===== src/rtl/irq_controller.sv =====
// irq_controller: edge-latched, maskable, fixed-priority interrupt front-end (option macro IRQ_SYNC_EN adds 2-flop input synchronisers)
module irq_controller #(
    parameter int N = 8,
    parameter int VECW = 3,
    parameter logic [N-1:0] MASK_RST = 8'hFF
) (
    input  logic            clk,
    input  logic            reset,
    input  logic [N-1:0]    interrupts,
    input  logic            mask_we,
    input  logic [N-1:0]    mask_wd,
    input  logic            irqack,
    output logic            irq,
    output logic [VECW-1:0] irqvec,
    output logic [N-1:0]    pending,
    output logic [N-1:0]    mask
);
    typedef enum logic [1:0] {IDLE, ASSERT, HOLDOFF} state_t;
    state_t state, state_n;
    logic [N-1:0] s_cur, s_prev, req, clr;
    logic [VECW-1:0] win;
    logic ack_ok;
`ifdef IRQ_SYNC_EN
    logic [N-1:0] s_meta, s_sync;
    // two-flop synchroniser for asynchronous pads
    always_ff @(posedge clk or negedge reset)
        if (!reset) begin
            s_meta <= '0;
            s_sync <= '0;
        end else begin
            s_meta <= interrupts;
            s_sync <= s_meta;
        end
    assign s_cur = s_sync;
`else
    assign s_cur = interrupts;
`endif
    assign req    = pending & mask;
    assign ack_ok = (state == ASSERT) && irqack;
    assign clr    = ack_ok ? (N'(1) << irqvec) : '0;
    // lowest-index enabled pending source wins
    always_comb begin
        win = '0;
        for (int i = N - 1; i >= 0; i--)
            if (req[i]) win = VECW'(i);
    end
    // next-state: request is frozen in ASSERT, one idle HOLDOFF cycle after ack
    always_comb begin
        state_n = state;
        case (state)
            IDLE:    state_n = |req ? ASSERT : IDLE;
            ASSERT:  state_n = irqack ? HOLDOFF : ASSERT;
            HOLDOFF: state_n = IDLE;
            default: state_n = IDLE;
        endcase
    end
    // edge history, pending (set beats clear), mask, FSM and registered request
    always_ff @(posedge clk or negedge reset)
        if (!reset) begin
            s_prev  <= '0;
            pending <= '0;
            mask    <= MASK_RST;
            state   <= IDLE;
            irq     <= 1'b0;
            irqvec  <= '0;
        end else begin
            s_prev  <= s_cur;
            pending <= (pending & ~clr) | (s_cur & ~s_prev);
            mask    <= mask_we ? mask_wd : mask;
            state   <= state_n;
            irq     <= state_n == ASSERT;
            irqvec  <= (state == IDLE && |req) ? win : irqvec;
        end
endmodule


===== config.mk =====
export PLATFORM = sky130hd
export DESIGN_NAME = irq_controller
export DESIGN_NICKNAME = d
export VERILOG_FILES = /design/src/rtl/irq_controller.sv
export SDC_FILE = /design/constraint.sdc
export NUM_CORES = 1
export LEC_CHECK = 0
export ABC_AREA = 1
export BUFFER_PORTS_ARGS = -buffer_cell sky130_fd_sc_hd__buf_2
export CAP_MARGIN = 10
export CORE_MARGIN = 4
export CORE_UTILIZATION = 52
export CTS_CLUSTER_DIAMETER = 30
export DETAILED_ROUTE_END_ITERATION = 8
export PLACE_DENSITY_LB_ADDON = 0.15
export SLEW_MARGIN = 30
export SYNTH_ARGS = -nofsm -noshare
export SYNTH_HDL_FRONTEND = slang
export SYNTH_SLANG_ARGS = --single-unit
export TNS_END_PERCENT = 1

===== constraint.sdc =====
create_clock -name clk -period 3 [get_ports clk]
set_input_delay 0.6 -clock clk [delete_from_list [all_inputs] [get_ports clk]]
set_output_delay 0.6 -clock clk [all_outputs]
set_load 0.01 [all_outputs]

## Word-level counts from Yosys, hierarchy flattened

Index checks and enable logic that the tools add are counted.

| word-level totals | value |
|---|---|
| bits of input ports | 20 |
| bits in latches | 0 |
| bits in registers | 30 |
| output and inout port bits | 20 |
| memory bits (writable) | 0 |
| memory bits (read-only) | 0 |
| memories kept | 0 |

| operators by class | value |
|---|---|
| order comparisons | 0 |
| muxes and demuxes | 12 |
| $add $sub $neg | 0 |
| equal/unequal tests | 2 |
| bitwise operators | 6 |
| shift-type cells | 1 |
| multiply operators | 0 |
| div/mod/pow operators | 0 |
| reduce and logical (&&, ||, !) cells | 4 |

Operators by type and width:

| kind | number |
|---|---|
| $and A8 B8 Y8 | 3 |
| $mux W3 | 8 |
| $not A8 Y8 | 2 |
| $mux W8 | 1 |
| $or A8 B8 Y8 | 1 |
| $reduce_or A8 Y1 | 1 |
| $shl A1 B3 Y8 const A | 1 |
| $eq A2 B1 Y1 const B | 2 |
| $pmux W2 S2 | 1 |
| $logic_and A1 B1 Y1 | 2 |
| $logic_not A2 Y1 | 1 |
| $mux W2 | 1 |
| $mux W1 | 1 |

## Depth between registers and ports, before layout

| depth | value |
|---|---|
| depth in word-level cells | 9 |
| mapped depth | 10 |

## Worst setup path after synthesis

Ideal clock, no wire load.

| timing path | value |
|---|---|
| path type | input port to flip-flop |
| from | input mask_we |
| to | register mask[2] |
| data arrival time | 1102 ps |
| stages | 2 |
| setup time | 82 ps |
| slack | 1816 ps |
| data required time | 2918 ps |
| cells stage by stage | buf_2 -> mux2_2 |

RTL lines:

| item | line | text |
|---|---|---|
| start: declaration | 10 | `input logic mask_we,` |
| end signal: assignment | 69 | `mask <= mask_we ? mask_wd : mask;` |
| end: declaration | 16 | `output logic [N-1:0] mask` |

No word-level cell between the ends.

## Worst setup path in the final report

| timing path | value |
|---|---|
| from | register mask[0] |
| to | output mask[0] |

No word-level cell between the ends.

==> out/metrics.csv <==
metric,value,unit
status,"finished, final reports clean",
#FFs+latches synth,30,
Final Max Slew Viols,0,
# rows,17,
Die ar.,0.003188,mm²
"commonest non-fill, non-tap cell in the layout",buf_2,
most frequent cells in the layout,"buf_2 (39), nand2_1 (22), dfrtp_1 (22)",
WL met1,920,µm
share of cells above drive strength 1,0.4313,
Synth area leader,dfrtp_1,
slowest library cell on the worst path,dfstp_2,
H-Tree Depth,2,
initial antenna violation count,0,
unrepaired setup endpoints after global routing,no,
CTS Sinks,30,
Final TNS setup,0,ns
reg2reg start,mask[2],
flip-flop and latch area,760.7,µm²
post-synth net total,134,
area of the core,0.002233,mm²
cells along the critical path,buf_2,
overall routing resource usage,0.1697,
"Hold Vio Cnt, Final",0,
WP data required,2.40,ns
top layer in use,met4,
Critical path origin,mask[0],
CP bufs+invs,1,
clock skew,0.002473,ns
Inserted Diodes,0,
detail-routed via count per cell,4.830,
Initial Utilization,0.5468,
"delay-heaviest family, CP",flip-flops,
port bufs,39,
reg2reg path depth,7,
DR vias,908,
cells after synthesis,114,
Reg2Reg Capture Point,irqvec[1],
fill cell instance count of the final layout,169,
Worst EP arrival,1.00,ns
clock latency on the worst-skew pair,0.31,ns
post-place setup slack,1.627,ns
CTS Hold Bufs,0,
CTS tree,built,
Routed met2 length,1.157,mm
Critical Path Stages,1,
top-area cell type share of the netlist area,0.4508,
mean post-synth cell area,10.71,µm²
largest net degree at the start of global routing,31,
CTS max path bufs,2,
global placer's final weighted congestion,0.7892,
io pins,40,
total congestion overflow,0,
Die Wd,56.46,µm
total wire length,2.316,mm
post-CTS setup buffer count,0,
Setup Viol. Count Final,0,
Unique masters post-synth,17,
placed insts,180,
final period utilization,0.5348,
crit end category,primary output,
Crit Path Max Fanout,3,
sequential-to-total area share from yosys stat,0.6230,
Worst Tran Pin Value,0.6317,ns
fmax,623.3,MHz
PD cells,770.4,mW/mm²
DR pass1 iterations,4,
Worst slew margin,0.5788,
hpwl dp,1.817,mm
setup ws final,1.396,ns
"slowest stage delay, CP",0.56,ns
LEAKAGE,0.7581,nW
post_cts resized,0,
NumNets Final,179,
post-layout min period,1.604,ns
critical path class,flip-flop to primary output,
vias in the first global route,929,
top post-synthesis cells by area,"dfrtp_1 (45%), dfstp_2 (17%), o21ai_1 (7.4%)",
Die Height,56.46,µm
Critical Path Start Type,flip-flop,
Avg WL per Cell,12.32,µm
first-pass GRT wire length,4.077,mm
Antenna Nets Post-Route,0,
1st-iter DRT viols,21,
final non-filler cell total,188,
area of the multi-input gates,395.4,µm²
routed wl met3,187,µm
Max-Cap Viols,0,
CP Capture Point,mask[0],
Peak VDD IR,0.0005235,V
synth-to-layout area growth,23.36,%
reg2reg setup slack,1.82,ns
"Warnings, synthesis",0,
Hold Crit Class,input pin to async pin,
Worst-path clk slew,0.09,ns
total clock buffers created by CTS,5,
Mapped Area,0.001221,mm²
DR DRC count,0,
root buffer cell,clkbuf_4,
[flip-flops by register name (all words and copies together), names as in the netlist]
name / count
mask: 8
pending: 8
s_prev: 8
irqvec: 3
state: 2
irq: 1
[through the flow]
stage | hold WS [ns] | utilization | total power [mW] | instance area, µm²
floorplan | 0.3044 | - | 0.7928 | 1221
global placement | 0.3940 | 0.6476 | 0.9189 | 1446
detailed placement | 0.4043 | 0.6476 | 0.9303 | 1446
CTS | 0.3091 | 0.6745 | 1.176 | 1506
global route | 0.3304 | 0.6745 | 1.250 | 1506
finish | 0.3002 | 0.6745 | 1.160 | 1506
[worst reg2reg max path: stages (launching register included)]
cell,delay [ns]
dfstp_2,0.55
nand2_1,0.06
nand2_1,0.10
nor2_2,0.06
nand2_2,0.07
nand2_4,0.07
nand3b_1,0.16
nand2_1,0.06
[cell usage after synthesis]
master and n:
a21oi_1 1, a31o_2 1, buf_2 1, dfrtp_1 22, dfstp_2 8, inv_1 16, mux2_1 6, mux2_2 2
nand2_1 22, nand2_2 7, nand2_4 3, nand3b_1 1, nor2_1 3, nor2_2 1, nor2_4 1, nor3_1 1
o21ai_1 18
[final cells by class]
type / count / area share
repair buffers: 39 / 0.1296
well taps: 28 / 0.02326
inverters: 16 / 0.03987
clock inverters: 1 / 0.003322
multi-input cells: 67 / 0.2625
clock buffers: 7 / 0.03654
flip-flops and latches: 30 / 0.5050
[how the worst min path moves through the flow]
stage                          from          to  slack [ns]  depth (start not counted)
after detailed placement  s_prev[6]  pending[6]        0.40                          1
after global routing          reset         irq        0.33                          1
after CTS                     reset         irq        0.31                          1
final                         reset  pending[7]        0.30                          1
after floorplan               reset         irq        0.30                          0
after global placement    s_prev[6]  pending[6]        0.39                          1
[power breakdown]
group	internal (mW)	switching (mW)	total [mW]	leakage [nW]
Clock	0.113	0.129	0.242	0.0353
Sequential	0.494	0.0725	0.566	0.325
Combinational	0.142	0.210	0.352	0.398
Total	0.749	0.411	1.16	0.758
[logic make-up after synthesis]
logic type | Yosys count | synth area share
AOI/OAI and AO/OA | 20 | 0.08504
buffers and inverters | 17 | 0.05328
DFF | 30 | 0.6230
muxes | 8 | 0.07377
and+or+nand+nor | 39 | 0.1650
[metal layers]
layer,vias up,global-route usage
met5,-,0
met4,0,0.09153
met3,6,0.05977
met2,36,0.2739
met1,418,0.1955
li1,448,-
(Power assumes the default switching activity.)
